===== config.mk =====
export PLATFORM = sky130hd
export DESIGN_NAME = pe_feeder
export DESIGN_NICKNAME = d
export VERILOG_FILES = /design/src/rtl/pe_pkg.sv /design/src/rtl/pe_addr_gen.sv /design/src/rtl/pe_feeder.sv
export SDC_FILE = /design/constraint.sdc
export NUM_CORES = 1
export LEC_CHECK = 0
export BUFFER_PORTS_ARGS = -buffer_cell sky130_fd_sc_hd__buf_2
export CAP_MARGIN = 10
export CORE_MARGIN = 3
export CORE_UTILIZATION = 52
export CTS_CLUSTER_SIZE = 16
export DETAILED_ROUTE_END_ITERATION = 8
export PLACE_DENSITY = 0.87
export SYNTH_ARGS = -nofsm -noshare
export SYNTH_HDL_FRONTEND = slang
export SYNTH_SLANG_ARGS = --single-unit

===== constraint.sdc =====
create_clock -name clk -period 3.4 [get_ports clk]
set_input_delay 0.34 -clock clk [delete_from_list [all_inputs] [get_ports clk]]
set_output_delay 0.34 -clock clk [all_outputs]
set_load 0.05 [all_outputs]

===== src/rtl/pe_pkg.sv =====
// Shared definitions for the PE feeder slice.
//  - state_t   : feeder FSM encoding (IDLE/RUN/DRAIN/DONE)
//  - CTL_FIRST : pe_ctl bit that tells the PE to clear its partial sum
//  - CTL_LAST  : pe_ctl bit that tells the PE the dot product is complete
//  - PE_DATA_W : width of a PE result word
//  - CHUNK_W   : width of one neuron/weight chunk streamed from SRAM
//  - relu()    : clamp negative two's-complement results to zero
package pe_pkg;

  typedef enum logic [1:0] {
    ST_IDLE  = 2'd0,
    ST_RUN   = 2'd1,
    ST_DRAIN = 2'd2,
    ST_DONE  = 2'd3
  } state_t;

  localparam int CTL_W     = 2;
  localparam int CTL_FIRST = 0;
  localparam int CTL_LAST  = 1;
  localparam int PE_DATA_W = 32;
  localparam int CHUNK_W   = 512;

  function automatic logic [PE_DATA_W-1:0] relu(input logic [PE_DATA_W-1:0] value);
    return value[PE_DATA_W-1] ? '0 : value;
  endfunction

endpackage


===== src/rtl/pe_addr_gen.sv =====
// Address/counter generator for pe_feeder.
//  Holds the chunk index (neuron address), the running weight address, the count of
//  outputs whose reads have all been issued, and the writeback output counter.
// Ports:
//  clk, rst_n      clock, async active-low reset
//  clear           zero every counter (asserted on start acceptance)
//  issue           a read is issued this cycle
//  wr              a result is written this cycle
//  in_chunks       latched chunks per output
//  out_num         latched number of outputs
//  chunk_idx       current chunk index i
//  weight_idx      current running weight address
//  wr_idx          current output buffer address
//  first / last    chunk_idx is the first / last chunk of an output
//  last_issue      current read is the very last one of the job
module pe_addr_gen
  import pe_pkg::*;
#(
  parameter int CNT_W   = 8,
  parameter int OUT_W   = 8,
  parameter int WADDR_W = 16
) (
  input  logic               clk,
  input  logic               rst_n,
  input  logic               clear,
  input  logic               issue,
  input  logic               wr,
  input  logic [CNT_W-1:0]   in_chunks,
  input  logic [OUT_W-1:0]   out_num,
  output logic [CNT_W-1:0]   chunk_idx,
  output logic [WADDR_W-1:0] weight_idx,
  output logic [OUT_W-1:0]   wr_idx,
  output logic               first,
  output logic               last,
  output logic               last_issue
);

  logic [CNT_W-1:0]   chunk_reg;
  logic [WADDR_W-1:0] weight_reg;
  logic [OUT_W-1:0]   issued_out_reg;
  logic [OUT_W-1:0]   wr_reg;

  // With in_chunks==1 both flags are set on every issue, as required by the PE.
  assign first      = (chunk_reg == '0);
  assign last       = (chunk_reg == in_chunks - CNT_W'(1));
  assign last_issue = last && (issued_out_reg == out_num - OUT_W'(1));

  assign chunk_idx  = chunk_reg;
  assign weight_idx = weight_reg;
  assign wr_idx     = wr_reg;

  always_ff @(posedge clk or negedge rst_n) begin
    if (!rst_n) begin
      chunk_reg      <= '0;
      weight_reg     <= '0;
      issued_out_reg <= '0;
      wr_reg         <= '0;
    end else if (clear) begin
      chunk_reg      <= '0;
      weight_reg     <= '0;
      issued_out_reg <= '0;
      wr_reg         <= '0;
    end else begin
      if (issue) begin
        // Neuron address wraps per output; weight address keeps running.
        chunk_reg  <= last ? '0 : chunk_reg + CNT_W'(1);
        weight_reg <= weight_reg + WADDR_W'(1);
        if (last) begin
          issued_out_reg <= issued_out_reg + OUT_W'(1);
        end
      end
      if (wr) begin
        wr_reg <= wr_reg + OUT_W'(1);
      end
    end
  end

endmodule


===== src/rtl/pe_feeder.sv =====
// pe_feeder: sequencer in front of the parallel PE.
//  Streams in_chunks*out_num neuron/weight chunk reads (one per cycle), drives the PE's
//  vld/ctl one cycle later (aligned with SRAM read data), and writes each PE result to
//  the output buffer. done pulses one cycle after the final write.
// Configuration macro: PE_FEEDER_RELU_EN -- when defined, negative results are written as 0.
// Ports:
//  clk, rst_n                   clock, async active-low reset
//  start, in_chunks, out_num    job request (sampled/latched in IDLE only)
//  neuron_rd_en, neuron_addr    neuron SRAM read port
//  weight_rd_en, weight_addr    weight SRAM read port
//  pe_vld, pe_ctl               to PE vld_i / ctl (ctl[0]=first, ctl[1]=last)
//  pe_vld_o, pe_result          from PE
//  out_wr_en, out_addr, out_data  output buffer write port
//  busy, done                   status
module pe_feeder
  import pe_pkg::*;
#(
  parameter int CNT_W   = 8,
  parameter int OUT_W   = 8,
  parameter int WADDR_W = 16
) (
  input  logic                 clk,
  input  logic                 rst_n,
  input  logic                 start,
  input  logic [CNT_W-1:0]     in_chunks,
  input  logic [OUT_W-1:0]     out_num,
  output logic                 neuron_rd_en,
  output logic [CNT_W-1:0]     neuron_addr,
  output logic                 weight_rd_en,
  output logic [WADDR_W-1:0]   weight_addr,
  output logic                 pe_vld,
  output logic [CTL_W-1:0]     pe_ctl,
  input  logic                 pe_vld_o,
  input  logic [PE_DATA_W-1:0] pe_result,
  output logic                 out_wr_en,
  output logic [OUT_W-1:0]     out_addr,
  output logic [PE_DATA_W-1:0] out_data,
  output logic                 busy,
  output logic                 done
);

  state_t state_reg, state_next;

  logic [CNT_W-1:0]     in_chunks_reg;
  logic [OUT_W-1:0]     out_num_reg;
  logic                 accept;
  logic                 zero_job;
  logic                 issue;
  logic                 wr;
  logic                 writes_done;
  logic [CNT_W-1:0]     chunk_idx;
  logic [WADDR_W-1:0]   weight_idx;
  logic [OUT_W-1:0]     wr_idx;
  logic                 first;
  logic                 last;
  logic                 last_issue;
  logic [CTL_W-1:0]     ctl_issue;
  logic                 pe_vld_reg;
  logic [CTL_W-1:0]     pe_ctl_reg;
  logic [PE_DATA_W-1:0] wb_data;

  assign accept   = (state_reg == ST_IDLE) && start;
  assign zero_job = (in_chunks == '0) || (out_num == '0);
  assign issue    = (state_reg == ST_RUN);
  // Results arriving while idle (e.g. in flight across a reset) are dropped.
  assign wr       = pe_vld_o && ((state_reg == ST_RUN) || (state_reg == ST_DRAIN));

  // All results written: either already counted, or the last one lands this cycle.
  assign writes_done = (wr_idx == out_num_reg) ||
                       (wr && (wr_idx == out_num_reg - OUT_W'(1)));

  pe_addr_gen #(
    .CNT_W   (CNT_W),
    .OUT_W   (OUT_W),
    .WADDR_W (WADDR_W)
  ) u_addr_gen (
    .clk        (clk),
    .rst_n      (rst_n),
    .clear      (accept),
    .issue      (issue),
    .wr         (wr),
    .in_chunks  (in_chunks_reg),
    .out_num    (out_num_reg),
    .chunk_idx  (chunk_idx),
    .weight_idx (weight_idx),
    .wr_idx     (wr_idx),
    .first      (first),
    .last       (last),
    .last_issue (last_issue)
  );

  // Job parameters are captured only when a start is accepted.
  always_ff @(posedge clk or negedge rst_n) begin
    if (!rst_n) begin
      in_chunks_reg <= '0;
      out_num_reg   <= '0;
    end else if (accept) begin
      in_chunks_reg <= in_chunks;
      out_num_reg   <= out_num;
    end
  end

  always_ff @(posedge clk or negedge rst_n) begin
    if (!rst_n) begin
      state_reg <= ST_IDLE;
    end else begin
      state_reg <= state_next;
    end
  end

  always_comb begin
    state_next = state_reg;
    case (state_reg)
      ST_IDLE: begin
        if (start) begin
          state_next = zero_job ? ST_DONE : ST_RUN;
        end
      end
      ST_RUN: begin
        if (last_issue) begin
          state_next = ST_DRAIN;
        end
      end
      ST_DRAIN: begin
        if (writes_done) begin
          state_next = ST_DONE;
        end
      end
      ST_DONE: begin
        state_next = ST_IDLE;
      end
      default: begin
        state_next = ST_IDLE;
      end
    endcase
  end

  always_comb begin
    ctl_issue            = '0;
    ctl_issue[CTL_FIRST] = first;
    ctl_issue[CTL_LAST]  = last;
  end

  // One register stage matches the SRAM read latency so vld/ctl line up with data.
  always_ff @(posedge clk or negedge rst_n) begin
    if (!rst_n) begin
      pe_vld_reg <= 1'b0;
      pe_ctl_reg <= '0;
    end else begin
      pe_vld_reg <= issue;
      pe_ctl_reg <= issue ? ctl_issue : '0;
    end
  end

`ifdef PE_FEEDER_RELU_EN
  assign wb_data = relu(pe_result);
`else
  assign wb_data = pe_result;
`endif

  assign neuron_rd_en = issue;
  assign weight_rd_en = issue;
  assign neuron_addr  = issue ? chunk_idx : '0;
  assign weight_addr  = issue ? weight_idx : '0;
  assign pe_vld       = pe_vld_reg;
  assign pe_ctl       = pe_ctl_reg;
  assign out_wr_en    = wr;
  assign out_addr     = wr_idx;
  assign out_data     = wr ? wb_data : '0;
  assign busy         = (state_reg != ST_IDLE);
  assign done         = (state_reg == ST_DONE);

endmodule


* After elaboration in Yosys (flattened, before gate mapping)
Cells that the tools add are included.
Operators by class: add/sub/neg operators 6, equality and inequality tests 10, muxes and demuxes 19, reductions and logical operators 17
Operators by type and width (number):
- two-way mux 8 bit | 9
- two-way mux 16 bit | 3
- == test 8 bit | 4
- two-way mux 32 bit | 1
- adder 8 x 1 -> 8 bit (second input constant) | 3
- zero test 8 bit | 3
- adder 16 x 1 -> 16 bit (second input constant) | 1
- subtractor 8 x 1 -> 8 bit (second input constant) | 2
- two-way mux 2 bit | 5
- case mux 2 bit (4 select lines) | 1
- nonzero test 2 bit | 4
- == test 2 bit (second input constant) | 2
- logical AND 1 bit | 4
- != test 2 bit (second input constant) | 2
- logical OR 1 bit | 3
- AND reduction 3 bit | 1
- == test 2 x 1 -> 1 bit (second input constant) | 1
- zero test 2 bit | 1
- != test 2 x 1 -> 1 bit (second input constant) | 1
- AND reduction 2 bit | 1
Storage, ports and cells: flip-flop bits (word level) 61, bits of input ports 52, output and inout bits 72, word-level logic and storage cells 61

* Logic depth before layout (Yosys ltp)
depth in word-level cells 7, gate-level depth with buffers 10, depth with buffers taken out 9

* Modules after synthesis
A second synthesis with hierarchy kept.
Second synthesis, totals: cells, all modules 457, area total of the unflattened synthesis 4103.9 um2
Modules (own cells, without submodules):
- pe_addr_gen | instances 1, cells each 282, area an instance 2508.7 um2, seq. area each 1001.0 um2
- pe_feeder | instances 1, cells each 175, area an instance 1595.3 um2, seq. area each 525.5 um2

* Least setup slack after synthesis
No wires, ideal clock.
path kind register -> register, start point register in_chunks_reg[0], end point register u_addr_gen.issued_out_reg[5], library setup time 118 ps, data arrival time 2392 ps, data required time 3282 ps, setup slack 890 ps, stages on the path, launching flop included 10, path buffers 0, clock period less this slack 2510 ps, cells stage by stage dfrtp_1 > inv_1 > ha_1 > or3b_2 > nor4_1 > o2111ai_1 > a2111oi_4 > nand4_1 > xor2_1 > nor2_1
On the way: longest elaborated chain between the ends 4
RTL lines:
- from (decl) | RTL line pe_feeder.sv:44 | logic [CNT_W-1:0] in_chunks_reg;
- from (signal assigned) | RTL line pe_feeder.sv:98 | in_chunks_reg <= in_chunks;
- subtractor 8 x 1 -> 8 bit | RTL line pe_addr_gen.sv:45 | assign last = (chunk_reg == in_chunks - CNT_W'(1));
- == test 8 bit | RTL line pe_addr_gen.sv:45
- nonzero test 2 bit (no line)
- AND reduction 2 bit (no line)
- to (signal assigned) | RTL line pe_addr_gen.sv:69 | issued_out_reg <= issued_out_reg + OUT_W'(1);
- to (decl) | RTL line pe_addr_gen.sv:40 | logic [OUT_W-1:0] issued_out_reg;
Every way passes these cells. A chain may end at the register's enable or synchronous reset.

* Worst setup path in the final report
start point register in_chunks_reg[0], end point register u_addr_gen.issued_out_reg[3]
The elaborated chain is that of the path after synthesis.

==> metrics.cfg <==
[timing]
hold_viol = 0
worst_slew_pin_slew_ns = 0.970
max_freq_ghz = 0.341
drv_slew = 0
finClkSkew_ns = 0.00837
period_share_pct = 86.3
relSlewSlack_pct = 35.3
setup_viol = 0
tns_ns = 0
rsz0062_at_grt = no
final.min_clock_period_ns = 2.93
hold_slack_ns = 0.151

[power]
peakVddDrop_uv = 595
power_density_nw_per_um2 = 864
power.leakage_nw = 2.59

[layout]
drive_gt1_share_pct = 27.2
final_net_count = 626
largest_reg_flops = 16
area_growth_pct = 21.6
fillers = 627
n_antenna_cell = 0

[drt]
first_pass_iters = 5
drt-initial-drc-count = 194
ant_nets = 0
vias = 3601
viasPerCell = 5.41
wl_per_cell_um = 14.7
wl_um = 9810
drc = 0

[floorplanning]
coreArea_um2 = 7290
row_count = 31
pin_count = 124
initial_utilization_pct = 53.9
die_x_um = 93.0
die_y_um = 93.0
fp.dieArea_um2 = 8640

[setup_path]
cp-start-kind = flip-flop
path_max_fanout = 10
worstSetupPathType = reg -> reg
cp.arrival_ns = 3.16
crit_required_ns = 3.62
end_kind = flip-flop
reg2reg_slack_ns = 0.47

[grt]
grtUsageTotal_pct = 23.6
overflow = 0
grt_max_degree = 45
grt_first_pass_wirelength_um = 16300
antenna_found_initial = 0
grt_pass1_vias = 3579

[logic_synthesis]
synth_area_um2 = 3930
synthCells = 448
synth_most_common_cell = dfrtp_1
synth_cell_types = 50
syn_nets = 512
async_flop_share_pct = 100
ys_warn_count = 0
synthTopCellsByArea = dfrtp_1 39%, xor2_1 7.6%, and3_1 6.4%
synth.largest_area_cell = dfrtp_1
synth_top_area_share_pct = 38.8
ys_ff_latch = 61
ys_seq_area_share_pct = 38.8
synth-edff-count = 0
yosys_most_used_dff = dfrtp_1
ys_top_cells_by_count = 61 x dfrtp_1, 60 x nand2_1, 43 x nor2_1
synth.avg_cell_area_um2 = 8.78

[clocking]
h-tree-depth = 3
ctsResizeCount = 0
postCtsHoldBufs = 0
cts_tree = done
clk_path_buf_depth = 2
cts_root_buffer = clkbuf_8
cts_buffers = 9
clk_pin_slew_worst_paths_ns = 0.07
post_cts_buffers = 0
clk_latency_ns = 0.35
cts.sinks = 61

[job]
drv_cap = 0

[placement]
portBuffers = 123
gp_congestion = 0.957
dpl.hpwl_um = 7370

[worst_hold_path]
hold_class = in -> async

[outcome]
outcome = finished, final reports clean

[cells by family (layout without fill, tap and decap cells)]
kind of cell | count (synthesis) | in the layout | synth area share (%)
AND/OR/NAND/NOR | 232 | 232 | 30.9
flip-flops | 61 | 61 | 38.8
XOR/XNOR | 59 | 59 | 13.1
AO/OA/AOI/OAI | 40 | 40 | 7.38
buffers and inverters | 39 | 158 | 4.61
adder cells (fa/ha/maj) | 12 | 12 | 3.82
multiplexers | 5 | 5 | 1.27
[path summary, 6_finish.rpt]
| check | start | cells past startpoint | endpoint |
|---|---|---|---|
| max | in_chunks_reg[0] | 9 | u_addr_gen.issued_out_reg[3] |
| min | rst_n | 1 | u_addr_gen.chunk_idx[6] |
| max reg2reg | in_chunks_reg[0] | 9 | u_addr_gen.issued_out_reg[3] |
| min reg2reg | in_chunks_reg[7] | 2 | in_chunks_reg[7] |
| max in group asynchronous | rst_n | 2 | u_addr_gen.weight_idx[2] |
| min in group clk | in_chunks[5] | 3 | in_chunks_reg[5] |
[routing by layer]
| metal | wire [um] | global-route usage [%] | vias to the layer above |
|---|---|---|---|
| met5 | 0 | 0 | - |
| met1 | 4160 | 29.3 | 1680 |
| met4 | 328 | 11.8 | 0 |
| met3 | 640 | 4.39 | 24 |
| met2 | 4690 | 39.2 | 144 |
| li1 | - | - | 1753 |
[power by group]
part / internal, mW / switching, mW / total, mW / leakage, nW
Clock: 0.355 / 0.303 / 0.658 / 0.0943
Combinational: 0.741 / 1.58 / 2.32 / 1.69
Sequential: 0.897 / 0.254 / 1.15 / 0.812
[critical path, cell delays in order, from the launching register on]
cell and delay (ns):
dfrtp_1 0.43, inv_1 0.09, ha_1 0.18, or3b_2 0.50, nor4_1 0.25, o2111ai_1 0.23, a2111oi_4 0.71, nand4_1 0.19
xor2_1 0.18, nor2_1 0.05
[final cells by class]
cell class / instances / area [um2] / area share, %
clock buffers: 10 / 138 / 2.88
flip-flops and latches: 61 / 1530 / 31.9
inverters: 14 / 52.6 / 1.10
clock inverters: 6 / 62.6 / 1.31
multi-input cells: 348 / 2220 / 46.5
repair buffers: 128 / 653 / 13.7
well taps: 99 / 124 / 2.59
[stage by stage]
stage                     total power [mW]  instances  setup WS [ns]  utilization, %  cell area [um2]
after CTS                             4.14        666          0.496            65.5             4780
after global placement                3.37        650          0.713            62.8             4580
final                                 4.13        666          0.466            65.5             4780
after detailed placement              3.45        650          0.498            62.8             4580
after global routing                  4.42        666          0.271            65.5             4780
after floorplan                       2.99        448          0.890               -             3930
[layout by cell type (no fill, tap or decap), drive strengths merged, types with 2 or more instances in the layout]
cell type	Yosys	layout
nor3	7	7
buf	7	128
nor4	9	9
xor2	34	34
dfrtp	61	61
or4	2	2
clkbuf	18	10
a21o	6	6
xnor2	25	25
ha	12	12
inv	14	14
nand3	12	12
nand2b	5	5
mux2i	5	5
o21ai	14	14
nor3b	6	6
or3	2	2
nor2	43	43
and2	24	24
nand2	60	60
a32oi	3	3
or3b	2	2
a21oi	4	4
clkinv	0	2
a211o	2	2
and3	40	40
clkinvlp	0	3
nand4	13	13
No activity file was read; power rests on OpenSTA's default activity.
